==> config.mk <==
export PLATFORM = sky130hd
export DESIGN_NAME = sram_arbiter
export DESIGN_NICKNAME = d
export VERILOG_FILES = /design/src/rtl/sram_arbiter.sv
export SDC_FILE = /design/constraint.sdc
export NUM_CORES = 1
export LEC_CHECK = 0
export ABC_CLOCK_PERIOD_IN_PS = 2400
export BUFFER_PORTS_ARGS = -buffer_cell sky130_fd_sc_hd__buf_2
export CORE_AREA = 2 2 221 223
export CTS_BUF_LIST = sky130_fd_sc_hd__clkbuf_2 sky130_fd_sc_hd__clkbuf_4 sky130_fd_sc_hd__clkbuf_8
export CTS_CLUSTER_DIAMETER = 80
export DETAILED_ROUTE_END_ITERATION = 10
export DIE_AREA = 0 0 223 225
export PLACE_DENSITY_LB_ADDON = 0.3
export SYNTH_ARGS = -nofsm -noshare
export SYNTH_HDL_FRONTEND = slang
export SYNTH_SLANG_ARGS = --single-unit
==> constraint.sdc <==
create_clock -name clk -period 2.4 [get_ports clk]
set_input_delay 0.36 -clock clk [delete_from_list [all_inputs] [get_ports clk]]
set_output_delay 0.36 -clock clk [all_outputs]
set_load 0.005 [all_outputs]
==> src/rtl/sram_arbiter.sv <==
// sram_arbiter: shares one single-port synchronous-read SRAM between the
// instruction-fetch (IFU) and load/store (LSU) requesters. The LSU has fixed
// priority. A starvation counter hands priority to the IFU once it has been
// denied STARVE_LIMIT consecutive cycles. Each response is routed back to its
// owner one cycle after the grant.
module sram_arbiter #(
  parameter int ADDR_W       = 64,
  parameter int DATA_W       = 64,
  parameter int STARVE_LIMIT = 4
) (
  input  logic                clk,
  input  logic                rst_n,
  input  logic                ifu_req,
  input  logic [ADDR_W-1:0]   ifu_addr,
  input  logic                ifu_kill,
  output logic                ifu_gnt,
  output logic                ifu_rvalid,
  output logic [DATA_W-1:0]   ifu_rdata,
  input  logic                lsu_req,
  input  logic [DATA_W/8-1:0] lsu_we,
  input  logic [ADDR_W-1:0]   lsu_addr,
  input  logic [DATA_W-1:0]   lsu_wdata,
  output logic                lsu_gnt,
  output logic                lsu_rvalid,
  output logic [DATA_W-1:0]   lsu_rdata,
  output logic                mem_en,
  output logic [DATA_W/8-1:0] mem_we,
  output logic [ADDR_W-1:0]   mem_addr,
  output logic [DATA_W-1:0]   mem_wdata,
  input  logic [DATA_W-1:0]   mem_rdata,
  output logic                stallreq,
  output logic [31:0]         conflict_cnt
);

  localparam logic [7:0] LIMIT = 8'(STARVE_LIMIT);

  logic [7:0]  starve_q, starve_d;
  logic        pend_valid_q, pend_valid_d;
  logic        pend_owner_q, pend_owner_d;   // 0 = IFU, 1 = LSU
  logic [31:0] conflict_q, conflict_d;
  logic        ifu_pri;

  function automatic logic [7:0] sat_inc8(input logic [7:0] v);
    return (v == 8'hFF) ? v : v + 8'd1;
  endfunction

  function automatic logic [31:0] sat_inc32(input logic [31:0] v);
    return (v == 32'hFFFF_FFFF) ? v : v + 32'd1;
  endfunction

  // The IFU takes priority only once it has been starved long enough.
  assign ifu_pri  = (starve_q >= LIMIT);
  assign lsu_gnt  = lsu_req & ~(ifu_req & ifu_pri);
  assign ifu_gnt  = ifu_req & ~lsu_gnt;
  assign stallreq = (ifu_req & ~ifu_gnt) | (lsu_req & ~lsu_gnt);

  // Route the granted requester onto the SRAM port. With no grant, drive zeros.
  always_comb begin
    mem_en    = 1'b0;
    mem_we    = '0;
    mem_addr  = '0;
    mem_wdata = '0;
    if (lsu_gnt) begin
      mem_en    = 1'b1;
      mem_we    = lsu_we;
      mem_addr  = lsu_addr;
      mem_wdata = lsu_wdata;
    end else if (ifu_gnt) begin
      mem_en    = 1'b1;
      mem_addr  = ifu_addr;
    end
  end

  // Next state: starvation run length, conflict count and response owner.
  always_comb begin
    starve_d     = (ifu_req & ~ifu_gnt) ? sat_inc8(starve_q) : 8'd0;
    conflict_d   = (ifu_req & lsu_req) ? sat_inc32(conflict_q) : conflict_q;
    pend_valid_d = ifu_gnt | lsu_gnt;
    pend_owner_d = lsu_gnt;
  end

  // State registers. An asynchronous reset also drops an in-flight response.
  always_ff @(posedge clk or negedge rst_n) begin
    if (!rst_n) begin
      starve_q     <= 8'd0;
      pend_valid_q <= 1'b0;
      pend_owner_q <= 1'b0;
      conflict_q   <= 32'd0;
    end else begin
      starve_q     <= starve_d;
      pend_valid_q <= pend_valid_d;
      pend_owner_q <= pend_owner_d;
      conflict_q   <= conflict_d;
    end
  end

  // Response return. A kill only masks the IFU response arriving this cycle.
  assign lsu_rvalid   = pend_valid_q & pend_owner_q;
  assign ifu_rvalid   = pend_valid_q & ~pend_owner_q & ~ifu_kill;
  assign lsu_rdata    = lsu_rvalid ? mem_rdata : '0;
  assign ifu_rdata    = ifu_rvalid ? mem_rdata : '0;
  assign conflict_cnt = conflict_q;

endmodule
-- Yosys cells after proc, flatten, opt, wreduce, memory -nomap -nowiden
Cells that the tools add are included.
- bits of input ports: 269
- bits in registers: 42
- output and inout bits: 302
- logic and storage cells: 38
- add/subtract/negate cells: 2
- bitwise operators: 17
- $lt $le $gt $ge: 1
- equality and inequality tests: 3
- reduce and logical (&&, ||, !) cells: 1
- muxes and demuxes: 10
- operator list (kind ; count):
    2-to-1 mux 64 bit ; 5
    adder 32 x 1 -> 32 bit (second input constant) ; 1
    equality test 32 bit (second input constant) ; 1
    2-to-1 mux 8 bit ; 3
    bitwise AND 1 bit ; 9
    adder 8 x 1 -> 8 bit (second input constant) ; 1
    equality test 8 bit (second input constant) ; 1
    >= comparator 8 x 3 -> 1 bit (second input constant) ; 1
    inverter 1 bit ; 6
    2-to-1 mux 1 bit ; 2
    inequality test 2 bit (second input constant) ; 1
    OR 1 bit ; 2
    AND reduction 2 bit ; 1

-- Longest topological paths before layout
Gate-level depths: netlist of run 1.
- word-level depth: 9
- depth in mapped cells: 8
- gate-level depth less buffers: 6

-- Least setup slack after synthesis of run 1
Ideal clock, no wire load.
- path kind: register to output
- start: register starve_q[4]
- end: output mem_wdata[59]
- cell stages (with the launch flop): 8
- path slack: 418 ps
- arrival: 1622 ps
- required time: 2040 ps
- cell sequence: dfrtp_1 nor4_1 nand2_1 a21boi_1 buf_2 buf_4 clkbuf_2 and2_1
- longest elaborated chain between the ends: 5
- ends and longest elaborated chain (what ; RTL line ; source):
    from (decl) ; 37 ; logic [7:0] starve_q, starve_d;
    from (signal assigned) ; 90 ; starve_q <= starve_d;
    >= comparator 8 x 3 -> 1 bit ; 52 ; assign ifu_pri = (starve_q >= LIMIT);
    bitwise AND 1 bit ; 53 ; assign lsu_gnt = lsu_req & ~(ifu_req & ifu_pri);
    inverter 1 bit ; 53 ;
    bitwise AND 1 bit ; 53 ;
    2-to-1 mux 64 bit ; 63 ; if (lsu_gnt) begin
    to (decl) ; 29 ; output logic [DATA_W-1:0] mem_wdata,
Every way passes these cells.

-- Final worst setup path of run 1
- start: register starve_q[2]
- end: output mem_addr[59]
- longest elaborated chain between the ends: 8
- ends and longest elaborated chain (what ; RTL line ; source):
    >= comparator 8 x 3 -> 1 bit * ; 52 ;
    bitwise AND 1 bit * ; 53 ;
    inverter 1 bit * ; 53 ;
    bitwise AND 1 bit * ; 53 ;
    inverter 1 bit ; 54 ; assign ifu_gnt = ifu_req & ~lsu_gnt;
    bitwise AND 1 bit ; 54 ;
    2-to-1 mux 64 bit ; 68 ; end else if (ifu_gnt) begin
    2-to-1 mux 64 bit * ; 63 ;
    to (decl) ; 28 ; output logic [ADDR_W-1:0] mem_addr,
Mark *: on every way between the ends. The rest lies on a longest branch, timed or not.

==> summary.txt, run 1 <==
Worst setup path
  • Worst Setup End Kind: output pin
  • RR Startpoint: starve_q[2]
  • Worst setup path end: mem_addr[59]
  • Cell mode on critical path: buf_12
  • CP max-delay cell: dfrtp_1
  • Worst-path cell chain: nor4_4 > nand2_1 > a21boi_4 > buf_12 > buf_12 > buf_12 > buf_8 > nand2_2 > o21ai_2 > buf_2
  • Reg2Reg Setup Slack: 0.20 ns
  • Worst Path Required: 2.04 ns
  • Reg-to-reg endpoint: starve_q[2]
  • Critical Path AT: 2.13 ns
  • Worst setup SP type: flip-flop
  • R2r worst-path depth: 15
  • Worst path max stage delay: 0.42 ns
  • Crit path launch: starve_q[2]
  • WS Path Type: flip-flop to output pin
  • Crit Path Max Fanout: 6

STA
  • Worst clock skew: 0.0113 ns
  • RSZ-0062 raised after global routing: yes
  • Least-Margin Pin Slew: 0.550 ns
  • Final worst path period share: 104%
  • Setup TNS: -1.14 ns
  • Setup WS post-layout: -0.0904 ns
  • Final min period: 2.49 ns
  • Worst hold margin: 0.0223 ns
  • Final setup viols: 42
  • Final Hold Viols: 0
  • FMAX: 402 MHz
  • Relative slew slack: 63.3%
  • Final Max Slew Viols: 0

Clock tree
  • Clk slew on worst S/H paths: 0.09 ns
  • CTS H-Tree Depth: 2
  • CTS tree: done
  • Root Buffer: clkbuf_8
  • Num CTS Buffers: 5
  • Clock Path Buffers: 2
  • CTS Sinks: 42
  • Clk_lat worst skew: 0.30 ns

Routing
  • Metal-1 WL: 12700 um
  • Drt wl/cell: 17.5 um
  • Met3 routed WL: 3090 um
  • Post-DRT Antenna Nets: 0
  • Vias: 6806
  • Met2 wire len: 15200 um
  • DR iter-0 viols: 377
  • Pre-Repair DR Iteration Count: 4
  • Total Wirelength: 32000 um
  • DRC errors left: 0
  • Top Layer Used: met5
  • Vias per cell: 3.73

Die
  • DIE HEIGHT: 225 um
  • IO Count: 571
  • Core footprint: 47500 um^2
  • Die W: 223 um
  • Row count: 80
  • Die footprint: 50200 um^2
  • Initial Utilization: 8.94%

Yosys
  • Sequential fraction of the synthesis area: 24.7%
  • Mapped cell area: 4250 um^2
  • Post-synth EDFFs: 0
  • Synth Flop Type: dfrtp_1
  • Synth top cells by count: nand2_1 (144), and2_1 (140), and3_1 (75)
  • YS warnings: 0
  • Synth async-reset ratio: 100%
  • Avg Inst Size Synth: 6.87 um^2
  • Top-count cell post-synth: nand2_1
  • Leading area contributor after synthesis: dfrtp_1
  • Synth cell types: 38
  • Synth top area cells: dfrtp_1 (25%), and2_1 (21%), nand2_1 (13%), and3_1 (11%), o21ai_0 (7.7%)
  • Synth Instances: 619
  • Flops & latches, synth: 42
  • Synth top area share: 24.7%

Global routing
  • Initial antenna violation count: 15
  • Global-route wire length before repair: 40700 um
  • Grt ovf: 0
  • Vias in the first global route: 6212
  • Pin count of the biggest net entering global routing: 67
  • GRT Total Usage: 10.9%

Min path
  • Worst min-delay path class: primary input to asynchronous set/reset pin

Place
  • HPWL Detailed: 25300 um
  • Dpl ws: 0.0432 ns
  • Gp weighted congestion: 0.799
  • Area post-placement: 7890 um^2
  • Dpl cells: 1777
  • # port buffers: 570

Finish
  • Fill count: 5344
  • Net total in the final layout: 1481
  • Core Util, Final: 19.9%
  • Area grow syn2layout: 123%
  • Design area: 9470 um^2
  • Register area: 1050 um^2
  • Non-filler cells, final: 1827
  • Multi-input combinational cell area: 3380 um^2
  • Share of layout cells above drive strength 1: 64.2%

Pwr
  • Sw frac: 36.3%
  • Clock share of power: 17.4%
  • Power Dens Cells: 284 nW/um^2
  • Leak Pwr: 5.37 nW
  • Net Switching: 0.977 mW
  • Internal power: 1.71 mW
  • Logic pwr share: 51.7%
  • Max rail drop VDD: 183 uV
  • Total Power: 2.69 mW
  • Sequential group share of total power: 31.0%

Outcome
  • Failing checks: setup timing
  • Outcome: finished with violations

Job
  • Max cap viols: 0
==> cell type report <==
type,instances,share of cell area [%]
Sequential cell,42,11.1
Timing Repair Buffer,630,43.8
Inverter,6,0.238
Clock inverter,2,0.145
Antenna cell,2,0.0529
Multi-Input combinational cell,524,35.7
Tap cell,615,8.13
Clock buffer,6,0.806
==> worst min-delay path by stage <==
stage | start | end | slack [ns]
finish | rst_n | conflict_cnt[26] | 0.02
global route | rst_n | conflict_cnt[28] | 0.04
CTS | rst_n | conflict_cnt[28] | 0.03
floorplan | rst_n | conflict_cnt[0] | 0.06
detailed placement | rst_n | conflict_cnt[28] | 0.37
global placement | rst_n | conflict_cnt[28] | 0.37
==> flip-flops by register name, summed over array words and instances, names as in the netlist <==
register,cells
pend_owner_q,1
pend_valid_q,1
starve_q,8
conflict_cnt,32
==> layer usage <==
metal	vias up	global-route usage, %
met3	51	2.88
met5	-	0
met2	395	18.2
li1	3211	-
met1	3145	13.7
met4	4	3.44
==> timing repair <==
item	in CTS	in global routing
endpoints found under the setup margin	103	138
hold endpoints to repair	0	0
gates resized for setup	33	260
hold buffers	0	0
setup buffers	20	6
cloned	5	12
pin swaps	4	85
==> placed cells by master (no fill, tap or decap), types with 2 or more instances in the layout <==
cell and count:
buf_4 25, diode_2 2, buf_8 8, ha_1 3, nand3_1 19, nand4_1 9, and4_1 2, and2_4 64
nand2_1 107, nor2_1 11, conb_1 5, inv_1 6, buf_6 67, o21ai_1 32, mux2_2 3, xor2_1 4
and2_1 76, nor4_4 2, clkbuf_16 9, buf_12 11, buf_2 506, buf_16 4, o21ai_0 12, clkbuf_8 5
and3_1 75, nor3_1 3, nand2_2 28, nand2_4 10, xnor2_1 23, o21ai_2 21, dfrtp_1 42
==> cells by family (layout without fill, tap and decap cells) <==
family	count (synthesis)	count (layout)	share of synthesized area (%)
and+or+nand+nor	416	416	53.1
muxes	4	4	1.03
buffers and inverters	57	644	5.83
xor gates and xnor gates	27	27	5.56
DFF	42	42	24.7
adders and majority gates	3	3	0.883
other	1	7	0.0882
AOI/OAI and AO/OA	69	69	8.80
==> worst max-delay path: cells and delay by family (launching register included) <==
| kind | cells | cell delay (ns) |
|---|---|---|
| buf+inv | 5 | 0.64 |
| simple gates | 3 | 0.49 |
| flops | 1 | 0.42 |
| compound gates | 2 | 0.28 |
==> power by group through the flow <==
stage / clock network, mW / logic [mW] / registers (mW)
6_report: 0.468 / 1.39 / 0.833
5_1_grt: 0.534 / 1.52 / 0.842
4_1_cts: 0.492 / 1.19 / 0.833
3_5_place_dp: 0 / 1.10 / 0.846
3_3_place_gp: 0 / 1.10 / 0.845
2_1_floorplan: 0 / 0.396 / 0.839
(Power assumes the default switching activity.)
==> run 2, diff against run 1 <==
--- a/config.mk
+++ b/config.mk
@@ -13,6 +13,7 @@
 export DETAILED_ROUTE_END_ITERATION = 10
 export DIE_AREA = 0 0 223 225
 export PLACE_DENSITY_LB_ADDON = 0.3
+export SKIP_CTS_REPAIR_TIMING = 1
 export SYNTH_ARGS = -nofsm -noshare
 export SYNTH_HDL_FRONTEND = slang
 export SYNTH_SLANG_ARGS = --single-unit
==> run 2 against run 1 <==
  * The run still ends with setup timing left
  * Wire length is 1.0% lower
  * Sequential share of layout area increased by 0.83 points
  * Clock skew is essentially flat
  * Global-route usage shrank 0.44 points
  * Combinational power shrank 9%
  * Die area stayed put
  * Flip-flop and latch count did not move
  * Total power down 4.8%
  * Critical path type unchanged
  * Critical endpoint is now mem_wdata[40]
  * Largest cell class unchanged
  * Highest routed layer unchanged
==> summary.txt, run 2 (same netlist as run 1, synthesis figures left out) <==
Finish
  • Commonest cells after routing, fill and taps aside: buf_2 (540), nand2_1 (131), and2_1 (110) (was buf_2 (506), nand2_1 (107), and2_1 (76))
  • Area grow syn2layout: 107% (was 123%)
  • Net total in the final layout: 1464 (was 1481)
  • Core Util, Final: 18.5% (was 19.9%)
  • Design area: 8810 um^2 (was 9470 um^2)
  • Share of layout cells above drive strength 1: 57.7% (was 64.2%)
  • Commonest non-fill, non-tap cell in the layout: buf_2 (unchanged)
  • Largest register FFs: 32 (unchanged)

Worst setup path
  • Worst Path Required: 2.04 ns (about the same)
  • Crit Path Max Fanout: 15 (was 6)
  • Reg2Reg Setup Slack: 0.51 ns (was 0.20 ns)
  • Worst Setup End Kind: output pin (unchanged)
  • WS Path Type: flip-flop to output pin (unchanged)
  • Critical Path AT: 2.05 ns (was 2.13 ns)
  • CP max-delay cell: dfrtp_1 (unchanged)
  • Worst-path cell chain: nor4_4 > nand2_2 > a21boi_4 > buf_12 > buf_16 > clkbuf_16 > and2_1 > buf_2 (was nor4_4 > nand2_1 > a21boi_4 > buf_12 > buf_12 > buf_12 > buf_8 > nand2_2 > o21ai_2 > buf_2)
  • Worst path max stage delay: 0.41 ns (was 0.42 ns)
  • Worst setup SP type: flip-flop (unchanged)

Place
  • Area post-placement: 7890 um^2 (unchanged)
  • Gp weighted congestion: 0.799 (unchanged)
  • # port buffers: 570 (unchanged)
  • HPWL Detailed: 25300 um (unchanged)

STA
  • RSZ-0062 raised after global routing: yes (unchanged)
  • Least-Margin Pin Slew: 0.550 ns (about the same)
  • FMAX: 416 MHz (was 402 MHz)
  • Final Hold Viols: 0 (unchanged)
  • Relative slew slack: 63.3% (about the same)
  • Final min period: 2.41 ns (was 2.49 ns)
  • Setup WS post-layout: -0.00597 ns (was -0.0904 ns)
  • Worst hold margin: 0.0235 ns (was 0.0223 ns)
  • Final setup viols: 1 (was 42)
  • Final Max Slew Viols: 0 (unchanged)
  • Worst clock skew: 0.0112 ns (was 0.0113 ns)
  • Final worst path period share: 100% (was 104%)

Outcome
  • Failing checks: setup timing (unchanged)
  • Outcome: finished with violations (unchanged)

Clock tree
  • Clk slew on worst S/H paths: 0.09 ns (about the same)
  • Clk_lat worst skew: 0.30 ns (about the same)
  • Root Buffer: clkbuf_8 (unchanged)
  • Clock Path Buffers: 2 (unchanged)
  • CTS Sinks: 42 (unchanged)
  • Num CTS Buffers: 5 (unchanged)
  • CTS tree: done (unchanged)
  • CTS H-Tree Depth: 2 (unchanged)

Pwr
  • Leak Pwr: 5.08 nW (was 5.37 nW)
  • Max rail drop VDD: 182 uV (was 183 uV)
  • Power Dens Cells: 291 nW/um^2 (was 284 nW/um^2)

Global routing
  • Initial antenna violation count: 16 (was 15)
  • Pin count of the biggest net entering global routing: 67 (unchanged)
  • Grt ovf: 0 (unchanged)
  • Global-route wire length before repair: 39200 um (was 40700 um)
  • GRT Total Usage: 10.5% (was 10.9%)
  • Vias in the first global route: 6012 (was 6212)

Die
  • IO Count: 571 (unchanged)
  • Core footprint: 47500 um^2 (unchanged)
  • Die W: 223 um (unchanged)
  • DIE HEIGHT: 225 um (unchanged)
  • Die footprint: 50200 um^2 (unchanged)
  • Initial Utilization: 8.94% (unchanged)
  • Row count: 80 (unchanged)

Routing
  • Drt wl/cell: 17.5 um (about the same)
  • Pre-Repair DR Iteration Count: 4 (unchanged)
  • Post-DRT Antenna Nets: 0 (unchanged)
  • Total Wirelength: 31700 um (was 32000 um)
  • DR iter-0 viols: 367 (was 377)
  • Vias per cell: 3.74 (was 3.73)
  • Vias: 6779 (was 6806)
  • DRC errors left: 0 (unchanged)

Min path
  • Worst min-delay path class: primary input to asynchronous set/reset pin (unchanged)

Job
  • Max cap viols: 0 (unchanged)
-- run 2: area by class of cell --
class	instances	area (um^2)
Fill cell	5410	38700
Timing Repair Buffer	613	3720
Multi-Input combinational cell	524	3150
Sequential cell	42	1050
Tap cell	615	769
Clock buffer	6	76.3
Inverter	6	22.5
Clock inverter	2	13.8
Antenna cell	4	10.0
-- run 2: metal layers --
metal	share of wire [%]	global-route usage (%)	vias up
met2	47	17.2	415
met3	9.4	2.89	47
met4	2.9	3.44	4
met1	41	13.3	3136
met5	0.088	0	-
li1	-	-	3177
-- run 2: worst max-delay path: cells and delay by family, from the launching register on --
family / cells / cell delay (ns)
AND/OR/NAND/NOR: 3 / 0.56
AO/OA/AOI/OAI: 1 / 0.16
buffers and inverters: 4 / 0.61
flip-flops: 1 / 0.41
-- run 2: power by group --
| part | internal (mW) | switching, mW | leakage (nW) |
|---|---|---|---|
| Combinational | 0.648 | 0.615 | 4.48 |
| Clock | 0.217 | 0.249 | 0.0486 |
| Sequential | 0.759 | 0.0729 | 0.555 |
| Total | 1.62 | 0.937 | 5.08 |
-- run 2: worst paths after layout --
| check | start | to | cells after the start |
|---|---|---|---|
| setup / recovery | starve_q[2] | mem_wdata[40] | 8 |
| hold reg to reg | starve_q[0] | starve_q[0] | 1 |
| hold / removal | rst_n | conflict_cnt[26] | 1 |
| setup reg to reg | conflict_cnt[0] | conflict_cnt[10] | 6 |
| min in group clk | lsu_req | pend_valid_q | 2 |
| max in group asynchronous | rst_n | starve_q[1] | 2 |
-- run 2: metrics by stage --
step                cells  power [mW]  setup WS [ns]  setup TNS, ns
CTS                  1785        2.43         -0.288         -10.89
detailed placement   1777        1.94         0.0432              0
floorplan             623        1.23          0.418              0
global route         1810        2.76        -0.0856          -5.81
global placement     1777        1.94        -0.0172        -0.0172
finish               1812        2.56       -0.00597       -0.00597
==> run 3, diff against run 2 <==
--- a/config.mk
+++ b/config.mk
@@ -7,12 +7,12 @@
 export LEC_CHECK = 0
 export ABC_CLOCK_PERIOD_IN_PS = 2400
 export BUFFER_PORTS_ARGS = -buffer_cell sky130_fd_sc_hd__buf_2
-export CORE_AREA = 2 2 221 223
-export CTS_BUF_LIST = sky130_fd_sc_hd__clkbuf_2 sky130_fd_sc_hd__clkbuf_4 sky130_fd_sc_hd__clkbuf_8
+export CORE_AREA = 2 2 224 226
 export CTS_CLUSTER_DIAMETER = 80
 export DETAILED_ROUTE_END_ITERATION = 10
-export DIE_AREA = 0 0 223 225
+export DIE_AREA = 0 0 226 228
 export PLACE_DENSITY_LB_ADDON = 0.3
+export SETUP_SLACK_MARGIN = 0.15
 export SKIP_CTS_REPAIR_TIMING = 1
 export SYNTH_ARGS = -nofsm -noshare
 export SYNTH_HDL_FRONTEND = slang
==> run 3 against run 2 <==
  * The run still ends with setup timing left
  * Highest routed layer is now met4
  * Count of clock-buffer cells in the layout shrank 1
  * Flip-flop and latch count is the same
  * First-iteration DRC count shrank 13%
  * Die area grew 2.7%
  * Final area shrank 6.0%
  * Critical endpoint is now mem_addr[6]
  * Largest cell class unchanged
==> summary.txt, run 3 (same netlist as run 1, synthesis figures left out) <==
Die
  • DIE HEIGHT: 228 um (was 225 um)
  • Core footprint: 49300 um^2 (was 47500 um^2)
  • Row count: 82 (was 80)
  • Die W: 226 um (was 223 um)
  • Initial Utilization: 8.61% (was 8.94%)
  • IO Count: 571 (unchanged)
  • Die footprint: 51500 um^2 (was 50200 um^2)

Finish
  • Commonest non-fill, non-tap cell in the layout: buf_2 (unchanged)
  • Net total in the final layout: 1447 (was 1464)
  • Multi-input combinational cell area: 3000 um^2 (was 3150 um^2)
  • Area grow syn2layout: 94.7% (was 107%)
  • Core Util, Final: 16.8% (was 18.5%)
  • Commonest cells after routing, fill and taps aside: buf_2 (570), nand2_1 (142), and2_1 (139) (was buf_2 (540), nand2_1 (131), and2_1 (110))
  • Share of layout cells above drive strength 1: 53.2% (was 57.7%)
  • Largest register FFs: 32 (unchanged)
  • Fill count: 5661 (was 5410)
  • Register area: 1050 um^2 (unchanged)

Routing
  • DR iter-0 viols: 321 (was 367)
  • Pre-Repair DR Iteration Count: 5 (was 4)
  • Vias per cell: 3.52 (was 3.74)
  • Drt wl/cell: 15.8 um (was 17.5 um)
  • Vias: 6516 (was 6779)
  • DRC errors left: 0 (unchanged)
  • Total Wirelength: 29200 um (was 31700 um)
  • Post-DRT Antenna Nets: 0 (unchanged)

Global routing
  • Global-route wire length before repair: 37500 um (was 39200 um)
  • Grt ovf: 0 (unchanged)
  • GRT Total Usage: 9.95% (was 10.5%)
  • Initial antenna violation count: 21 (was 16)
  • Vias in the first global route: 5802 (was 6012)
  • Pin count of the biggest net entering global routing: 66 (was 67)

Clock tree
  • Num CTS Buffers: 5 (unchanged)
  • Clk slew on worst S/H paths: 0.08 ns (was 0.09 ns)
  • CTS Sinks: 42 (unchanged)
  • Clock Path Buffers: 2 (unchanged)
  • Clk_lat worst skew: 0.30 ns (about the same)
  • Root Buffer: clkbuf_16 (was clkbuf_8)
  • CTS H-Tree Depth: 2 (unchanged)
  • CTS tree: done (unchanged)

Worst setup path
  • Cell mode on critical path: nand2_1
  • Crit Path Max Fanout: 28 (was 15)
  • Crit path launch: starve_q[3] (was starve_q[2])
  • Worst setup SP type: flip-flop (unchanged)
  • Worst Path Buf+Inv: 3 (was 4)
  • CP max-delay cell: dfrtp_1 (unchanged)
  • Crit-path leading delay family: buffers and inverters (unchanged)
  • Worst Path Required: 2.04 ns (about the same)
  • Critical Path AT: 2.05 ns (about the same)
  • Worst Setup End Kind: output pin (unchanged)
  • WS Path Type: flip-flop to output pin (unchanged)
  • Worst-path cell chain: nor4_2 > nand2_1 > a21boi_4 > buf_12 > clkbuf_16 > nand2_1 > o21ai_0 > buf_2 (was nor4_4 > nand2_2 > a21boi_4 > buf_12 > buf_16 > clkbuf_16 > and2_1 > buf_2)
  • Worst path max stage delay: 0.37 ns (was 0.41 ns)
  • RR Startpoint: conflict_cnt[8] (was conflict_cnt[0])

STA
  • Final Max Slew Viols: 0 (unchanged)
  • Setup WS post-layout: -0.0147 ns (was -0.00597 ns)
  • Final worst path period share: 101% (was 100%)
  • Least-Margin Pin Slew: 0.565 ns (was 0.550 ns)
  • Final min period: 2.41 ns (about the same)
  • Final setup viols: 2 (was 1)
  • Relative slew slack: 62.4% (was 63.3%)
  • Final Hold Viols: 0 (unchanged)
  • FMAX: 414 MHz (was 416 MHz)
  • RSZ-0062 raised after global routing: yes (unchanged)
  • Worst clock skew: 0.0104 ns (was 0.0112 ns)

Pwr
  • Clock share of power: 28.1% (was 18.2%)
  • Internal power: 1.71 mW (was 1.62 mW)
  • Total Power: 2.66 mW (was 2.56 mW)
  • Sw frac: 35.9% (was 36.6%)
  • Sequential group share of total power: 31.2% (was 32.5%)
  • Leak Pwr: 4.84 nW (was 5.08 nW)
  • Max rail drop VDD: 191 uV (was 182 uV)
  • Logic pwr share: 40.7% (was 49.3%)
  • Power Dens Cells: 322 nW/um^2 (was 291 nW/um^2)
  • Net Switching: 0.957 mW (was 0.937 mW)

Job
  • Max cap viols: 0 (unchanged)

Place
  • HPWL Detailed: 24400 um (was 25300 um)
  • Dpl ws: 0.118 ns (was 0.0432 ns)
  • Gp weighted congestion: 0.943 (was 0.799)
  • # port buffers: 570 (unchanged)

Min path
  • Worst min-delay path class: primary input to asynchronous set/reset pin (unchanged)

Outcome
  • Failing checks: setup timing (unchanged)
  • Outcome: finished with violations (unchanged)
run 3: area by class of cell:
type                    instances  area share, %
multi-input cells             524           36.3
clock inverters                 3          0.333
repair buffers                596           38.7
well taps                     672           10.2
diodes                          2         0.0605
clock buffers                   5           1.51
flip-flops and latches         42           12.7
inverters                       6          0.272
run 3: metal layers:
metal	track usage, %	wire length (um)	vias up
met2	18.7	14500	423
met1	11.6	11500	2901
li1	-	-	3137
met3	1.38	2500	55
met4	2.77	671	0
met5	0	0	-
run 3: worst paths after layout:
path,slack [ns],depth (start not counted),end
max,-0.01,8,mem_addr[6]
min,0.04,1,conflict_cnt[22]
max reg2reg,0.45,5,conflict_cnt[28]
min reg2reg,0.46,1,starve_q[0]
max in group asynchronous,1.81,2,starve_q[1]
min in group clk,0.38,2,pend_valid_q
run 3: power groups by stage:
stage               Sequential [mW]  Combinational (mW)  Clock [mW]
floorplan                     0.839               0.396           0
global placement              0.843                1.04           0
detailed placement            0.844                1.04           0
CTS                           0.831                1.05       0.794
global route                  0.840                1.20       0.818
finish                        0.831                1.08       0.749
run 3: per-stage QoR:
step | cell area, um^2 | hold WS (ns) | setup TNS [ns] | cells
2_1_floorplan | 4270 | 0.0644 | 0 | 623
3_3_place_gp | 7930 | 0.382 | 0 | 1831
3_5_place_dp | 7930 | 0.388 | 0 | 1831
4_1_cts | 8080 | 0.0528 | -14.67 | 1839
5_1_grt | 8270 | 0.0688 | -11.52 | 1849
6_report | 8280 | 0.0399 | -0.0290 | 1850
